--- config.mk ---
export PLATFORM = sky130hd
export DESIGN_NAME = ones_cnt_datapath
export DESIGN_NICKNAME = d
export VERILOG_FILES = /design/src/rtl/ones_cnt_datapath.sv
export SDC_FILE = /design/constraint.sdc
export NUM_CORES = 1
export LEC_CHECK = 0
export CORE_MARGIN = 2
export CORE_UTILIZATION = 45
export CTS_BUF_LIST = sky130_fd_sc_hd__clkbuf_4
export CTS_CLUSTER_SIZE = 10
export DETAILED_ROUTE_END_ITERATION = 8
export PLACE_DENSITY = 0.82
export SETUP_SLACK_MARGIN = 0.1
export SLEW_MARGIN = 20
export SYNTH_ARGS = -nofsm -noshare
export SYNTH_HDL_FRONTEND = slang
export SYNTH_SLANG_ARGS = --single-unit
--- constraint.sdc ---
create_clock -name clk -period 1.6 [get_ports clk]
set_input_delay 0.32 -clock clk [delete_from_list [all_inputs] [get_ports clk]]
set_output_delay 0.32 -clock clk [all_outputs]
set_load 0.02 [all_outputs]
--- src/rtl/ones_cnt_datapath.sv ---
// Ones-counter datapath: R1 shift register, R2 ones counter, E carry-out flop,
// plus a result register captured on each rising edge of the controller's rdy.
module ones_cnt_datapath #(
    parameter int WIDTH = 8,
    parameter int CNT_W = $clog2(WIDTH + 1)
) (
    input  logic             clk,
    input  logic             rst,
    input  logic [WIDTH-1:0] data_in,
    input  logic             load_regs,
    input  logic             incr_r2,
    input  logic             shift,
    input  logic             rdy,
    output logic             zero,
    output logic             E,
    output logic [CNT_W-1:0] count,
    output logic [CNT_W-1:0] result,
    output logic             result_valid,
    output logic             cmd_err
);

    logic [WIDTH-1:0] r1;
    logic [CNT_W-1:0] r2;
    logic             e_q;
    logic             rdy_q;
    logic             multi_cmd;

    assign multi_cmd = (load_regs & incr_r2) | (load_regs & shift) | (incr_r2 & shift);

    // R2 is preset to all-ones on load so the controller's first incr lands on zero.
    always_ff @(posedge clk or posedge rst) begin
        if (rst) begin
            r1  <= '0;
            r2  <= '0;
            e_q <= 1'b0;
        end else if (load_regs) begin
            r1  <= data_in;
            r2  <= '1;
            e_q <= 1'b0;
        end else if (incr_r2) begin
            r2 <= r2 + CNT_W'(1);
        end else if (shift) begin
            e_q <= r1[WIDTH-1];
            r1  <= {r1[WIDTH-2:0], 1'b0};
        end
    end

    // rdy_q resets high so leaving reset with rdy=1 does not look like a rising edge.
    always_ff @(posedge clk or posedge rst) begin
        if (rst) begin
            rdy_q        <= 1'b1;
            result       <= '0;
            result_valid <= 1'b0;
        end else begin
            rdy_q        <= rdy;
            result_valid <= rdy & ~rdy_q;
            if (rdy && !rdy_q) begin
                result <= r2;
            end
        end
    end

    always_ff @(posedge clk or posedge rst) begin
        if (rst) begin
            cmd_err <= 1'b0;
        end else if (multi_cmd) begin
            cmd_err <= 1'b1;
        end
    end

    assign zero  = (r1 == '0);
    assign E     = e_q;
    assign count = r2;

endmodule

Yosys cells after proc, flatten, opt, wreduce, memory -nomap -nowiden:

Cells that the tools add are included.

* register bits after elaboration: 20
* bits of input ports: 14
* bits in writable memories: 0
* memories kept: 0
* bits in latches: 0
* ROM bits: 0

* $mul: 0
* divide/modulo/power cells: 0
* $lt $le $gt $ge: 0
* bitwise operators: 7
* mux-type cells: 8
* shift-type cells: 0
* equal/unequal tests: 1
* reductions and logical operators: 6
* add/sub/neg operators: 1

Operators with widths (number)
* 8-bit two-way mux: 3
* 8-bit logical NOT: 1
* 4-bit two-way mux: 2
* 4-bit by 1-bit adder with 4-bit output, second input constant: 1
* 1-bit bitwise AND: 4
* 2-bit nonzero test: 2
* 1-bit two-way mux: 3
* 2-bit != test, second input constant: 1
* 1-bit bitwise OR: 2
* 2-bit AND reduction: 1
* 1-bit logical AND: 1
* 1-bit logical NOT: 1
* 1-bit inverter: 1

Longest topological paths before layout:

* depth in word-level cells: 3
* gate-level depth with buffers: 5
* depth with buffers taken out: 3

Least setup slack after synthesis:

Ideal clock, no wire load.

* path kind: reg-to-output
* start: register r1[5]
* end: output zero
* path slack: 0.101 ns
* data required time: 1.280 ns
* arrival time: 1.179 ns
* stages on the path, launching flop included: 3
* cells stage by stage: dfrtp_1 > or4_1 > nor2_1

* cells in the longest elaborated chain, start to end: 1

Ends and longest elaborated chain
* start, declared: line 22 `logic [WIDTH-1:0] r1;`
* start signal, assigned: line 37 `r1 <= data_in;`
* start signal, assigned: line 44 `r1 <= {r1[WIDTH-2:0], 1'b0};`
* 8-bit logical NOT: line 71 `assign zero = (r1 == '0);`
* end, declared: line 14 `output logic zero,`

No other way between the ends.

Final worst setup path:

Ends and elaborated chain as after synthesis.

==> results.json <==
{
  "crit_path_cell_trace": "or4_1 > nor2_1 > buf_4",
  "relSlewSlack_pct": 78.8,
  "num_io_pins": 26,
  "violations": "negative setup slack",
  "drive_gt1_share_pct": 20.5,
  "met1_length_um": 763,
  "avgSynthCellArea_sq_um": 11.8,
  "synth_top_area_share_pct": 53.7,
  "cts_hold_buf": 0,
  "path_max_fanout": 2,
  "total_power_w": 0.00111,
  "vias": 673,
  "synth_area_sq_um": 885,
  "seq_area_sq_um": 502,
  "std_cell_rows": 16,
  "ys_warn_count": 0,
  "cts.root.buffer_cell": "clkbuf_4",
  "drt-wirelength-per-cell_um": 12.3,
  "grt_usage_pct": 16.8,
  "synth_top_family_by_area": "multiplexers",
  "routed.top_layer": "met4",
  "synth_most_common_cell": "dfrtp_1",
  "synth-edff-count": 0,
  "core_sq_um": 1900,
  "critPathLaunchType": "register",
  "grt_pass1_vias": 670,
  "finalSetupViolations": 1,
  "hold_viol": 0,
  "synth.distinct_cells": 25,
  "clock_sinks": 20,
  "crit_path_max_incr_delay_ns": 0.53,
  "tightest_slew_ns": 0.317,
  "dieArea_sq_um": 2340,
  "antenna_found_initial": 0,
  "multiInputGateArea_sq_um": 343,
  "fin_crit_sh_pct": 111,
  "placed_cells": 134,
  "worstPathArrival_ns": 1.46,
  "synthTopCellsByCount": "19 x dfrtp_1, 8 x mux2i_1, 8 x nand2_1",
  "drc": 0,
  "grt_pass1_wl_mm": 2.96,
  "yosysTopAreaCell": "dfrtp_1",
  "yosys-mux-area-fraction_pct": 14.1,
  "ys_ff_latch": 20,
  "synth-compound-area-share_pct": 8.35,
  "drtIter0Drc": 5,
  "die_y_um": 48.3,
  "fin_nets": 128,
  "fin_crit_ns": 1.78,
  "crit_type": "reg2out",
  "hold_path_class": "in2async",
  "dr.pass1.iters": 4,
  "dr_wl_met3_um": 56,
  "final_max_slew_viol_count": 0,
  "clk_latency_ns": 0.29,
  "end_kind": "output pin",
  "totalWireLength_mm": 1.71,
  "hpwl_mm": 1.33,
  "grt-ovfl-total": 0,
  "ir_drop_mv": 0.535,
  "p_per_area_nw_per_um2": 885,
  "timing.fmax_mhz": 561,
  "initial_core_util_pct": 46.5,
  "fillers": 159,
  "grt_max_degree": 24,
  "area_growth_syn_to_layout_pct": 41.6,
  "finClkSkew_ns": 0.00295,
  "ys_seq_area_share_pct": 56.7,
  "via_per_inst": 4.84,
  "rsz0062_at_grt": "true",
  "worst_ep_required_time_ns": 1.28,
  "setup_slack_ns": -0.182,
  "status": "complete, but fails checks",
  "p_leak_nw": 0.545,
  "die_w_um": 48.3,
  "synth.area.top_cells": "dfrtp_1 54%, mux2i_1 9.1%, mux2_2 5.1%",
  "crit_slowest_cell": "or4_1",
  "synth_fp_nets": 90,
  "synth_xor_area_share_pct": 1.98,
  "htree_levels": 1,
  "cts_inserted_buffers": 3,
  "synthFlopType": "dfrtp_1",
  "async_reset_ff_share_pct": 100,
  "tritoncts": "built",
  "gp_congestion": 0.694,
  "port_buffers": 25,
  "antenna_left": 0,
  "yosys.area_share.simple_pct": 12.9,
  "clk_path_buf_depth": 2,
  "drv_cap": 0,
  "final_cells": 139,
  "antenna_cells": 0,
  "wl_met2_um": 867,
  "synth_cells": 75,
  "path_clk_slew_ns": 0.10,
  "synthAdderAreaFrac_pct": 1.41
}
==> registers in the layout (all words and copies together), names as in the netlist <==
name / count
count: 4
result_valid: 1
r1: 8
cmd_err: 1
rdy_q: 1
E: 1
result: 4
==> per-stage QoR <==
stage                     cell area [sq um]  utilization (%)  hold slack, ns  worst slack, ns  setup TNS (ns)
final                                  1250             65.9           0.342           -0.182          -0.182
after global placement                 1230             64.9           0.476           -0.293          -0.293
after global routing                   1250             65.9           0.383           -0.234          -0.234
after CTS                              1240             65.5           0.337           -0.191          -0.191
after detailed placement               1230             64.9           0.481           -0.327          -0.343
after floorplan                         885                -           0.283            0.101               0
==> placed cells by master, fill, tap and decap left out, types with 2 or more instances in the layout <==
master / instances
dfrtp_1: 19
clkbuf_4: 3
buf_4: 13
nor2b_1: 2
clkdlybuf4s50_1: 13
or4_1: 2
o21bai_1: 2
nand2b_1: 3
mux2_2: 4
a21oi_1: 2
nor2_1: 3
o21ai_1: 7
mux2i_1: 8
nand2_1: 8
dlygate4sd2_1: 11
==> routing by layer <==
| metal | up-vias | global-route usage, % |
|---|---|---|
| met1 | 326 | 19.1 |
| li1 | 332 | - |
| met5 | - | 0 |
| met2 | 13 | 28.9 |
| met3 | 2 | 4.63 |
| met4 | 0 | 8.57 |
==> repair_timing <==
item,CTS,global route
pin swaps,2,1
resized for setup,16,0
hold endpoints to repair,0,0
buffers inserted,0,1
endpoints found under the setup margin,12,1
==> worst paths after layout <==
check	start	slack [ns]	endpoint	depth (start not counted)
setup / recovery	r1[5]	-0.18	zero	3
min in group clk	rdy	0.44	rdy_q	1
setup reg to reg	count[0]	0.42	count[1]	3
hold reg to reg	cmd_err	0.49	cmd_err	1
hold / removal	rst	0.34	result_valid	3
max in group asynchronous	rst	1.00	rdy_q	3
==> layout make-up <==
| cell class | instances | area share [%] |
|---|---|---|
| tap | 27 | 2.70 |
| multi-input combinational | 49 | 27.4 |
| sequential | 20 | 40.1 |
| clock buffer | 3 | 1.80 |
| clock inverter | 1 | 0.300 |
| timing repair buffer | 38 | 27.5 |
| inverter | 1 | 0.300 |
==> cells by family after synthesis <==
kind of cell    Yosys count
xor+xnor                  2
compound gates           13
flops                    20
buf+inv                   6
simple gates             21
fa+ha+maj                 1
mux                      12
==> where the power goes <==
part	internal, W	switching (W)
logic	0.000153	0.000135
clock network	0.0000906	0.000140
registers	0.000559	0.0000307
==> critical path, delay by kind of cell (launching register included) <==
family | cells | cell delay, ns
DFF | 1 | 0.40
and+or+nand+nor | 2 | 0.63
buffers and inverters | 1 | 0.15
Power figures use the tool's default switching activity.
==> patch (same flow settings) <==
Set the parameter `WIDTH` to 4 (it was 8).
--- a/src/rtl/ones_cnt_datapath.sv
+++ b/src/rtl/ones_cnt_datapath.sv
@@ -1,7 +1,7 @@
 // Ones-counter datapath: R1 shift register, R2 ones counter, E carry-out flop,
 // plus a result register captured on each rising edge of the controller's rdy.
 module ones_cnt_datapath #(
-    parameter int WIDTH = 8,
+    parameter int WIDTH = 4,
     parameter int CNT_W = $clog2(WIDTH + 1)
 ) (
     input  logic             clk,
Interface: changed (resized count, data_in and result); port bits go from 26 to 20. No check against the original RTL was run, so the function may have changed too.
==> patch against the unedited design <==
Sequential power down 30%. Sequential cell count down 6. Fmax up 24%. Design area down 34%. Clock power down 5%. First-iteration DRC count down 40%. Wire length down 38%. Synthesized area down 32%. Combinational power down 40%. Power down 28%. Worst setup slack better by 340 ps.
==> patch: results (changes against the unedited design) <==
outcome: "finished clean"  # was finished with violations
drt-initial-drc-count: 3  # was 5
reg2reg_depth: 2  # was 3
diodes: 0  # unchanged
clock_latency_ps: 270  # was 290 ps
crit_fanout: 2  # unchanged
fin_nets: 85  # was 128
vias: 456  # was 673
io_buffers: 19  # was 25
timing.rr.end: "result[0]$_DFFE_PP0P_"  # was count[1]$_DFFE_PP0P_
grt_pass1_vias: 363  # was 670
worstPathArrival_ps: 1120  # was 1460 ps
ff2ff_setup_slack_ps: 430
cts_made_buffers: 3  # unchanged
grt_max_degree: 15  # was 24
dp_hpwl_um: 783  # was 1.33 mm
drive_gt1_share_pct: 15.1  # was 20.5%
synth_commonest_cells: "dfrtp_1, nand2_1, mux2i_1, o21ai_1, mux2_1"  # was dfrtp_1, mux2i_1, nand2_1
dpl-instance-area_um2: 811  # was 1230 µm²
fin_skew_ps: 6.05  # was 2.95 ps
whs_ps: 380  # was 342 ps
cp-startpoint: "r1[2]$_DFFE_PP0P_"  # was r1[5]$_DFFE_PP0P_
synth.area.top_cells: "dfrtp_1, mux2i_1, mux2_1"  # was dfrtp_1, mux2i_1, mux2_2
wirelength_mm: 1.07  # was 1.71 mm
dp_slack_ps: -7.63  # was -327 ps
r2r_start: "rdy_q$_DFF_PP1_"  # was count[0]$_DFFE_PP0P_
ir_drop_mv: 0.523  # was 0.535 mV
grtUsageTotal_pct: 15.2  # was 16.8%
syn_nets: 61  # was 90
relSlewSlack_pct: 66.0  # was 78.8%
cts-resized-gates: 14  # was 16
drtPass1Iterations: 4  # unchanged
gp_congestion: 0.663  # was 0.694
cap_violations: 0  # unchanged
ys_seq_area_share_pct: 58.1  # was 56.7%
clkTransAtPathRegs_ps: 80  # was 100 ps
top_register: "r1"  # unchanged
largest_reg_flops: 4  # was 8
leakage_nw: 0.390  # was 0.545 nW
grt_pass1_wl_mm: 1.55  # was 2.96 mm
yosysUniqueCellTypes: 20  # was 25
[patch: cell types whose count changed in the layout (fill, tap and decap cells not counted), sizes merged, moves of 2 or more]
cell,change
buf,-10
dfrtp,-6
clkdlybuf4s50,-4
mux2i,-4
o21ai,-4
nand2,-3
dlygate4sd2,-2
nor2b,-2
or4,-2
[patch: cells by family after synthesis]
group                    Yosys count  share of synthesized area, %
AO/OA/AOI/OAI                      9                          8.88
AND/OR/NAND/NOR                   13                          11.8
adder cells (fa/ha/maj)            1                          2.07
flip-flops                        14                          58.1
buffers and inverters              5                          5.58
XOR/XNOR                           1                          1.45
multiplexers                       7                          12.2
[patch: final cells by class]
| cell class | count | area [µm²] |
|---|---|---|
| Sequential cell | 14 | 352 |
| Timing Repair Buffer | 22 | 196 |
| Fill cell | 108 | 454 |
| Tap cell | 15 | 18.8 |
| Multi-Input combinational cell | 31 | 226 |
| Inverter | 2 | 7.51 |
| Clock buffer | 4 | 30.0 |
[patch: report_power, final]
group          internal [mW]  switching [mW]
Sequential             0.389          0.0229
Combinational         0.0849          0.0872
Clock                  0.113           0.105
[patch: routing by layer]
metal	global-route usage [%]	vias up	wire, µm
li1	-	212	-
met4	12.5	0	19
met1	20.4	227	464
met2	20.6	15	525
met3	3.26	2	58
met5	0	-	0
[patch: metrics by stage]
stage	total power [mW]	cells
after floorplan	0.515	50
after global placement	0.602	84
after detailed placement	0.609	84
after CTS	0.810	88
after global routing	0.844	88
final	0.803	88
[patch: critical path: stages (launching register included)]
cell and delay [ps]:
dfrtp_1 390, nor4_2 260, buf_2 200
[patch: how the worst max path moves through the flow]
stage | endpoint | slack (ps) | cells after the start
after global routing | zero | 110 | 2
after floorplan | zero | 180 | 1
after CTS | zero | 140 | 2
after global placement | zero | 20 | 2
after detailed placement | zero | -8 | 2
final | zero | 160 | 2
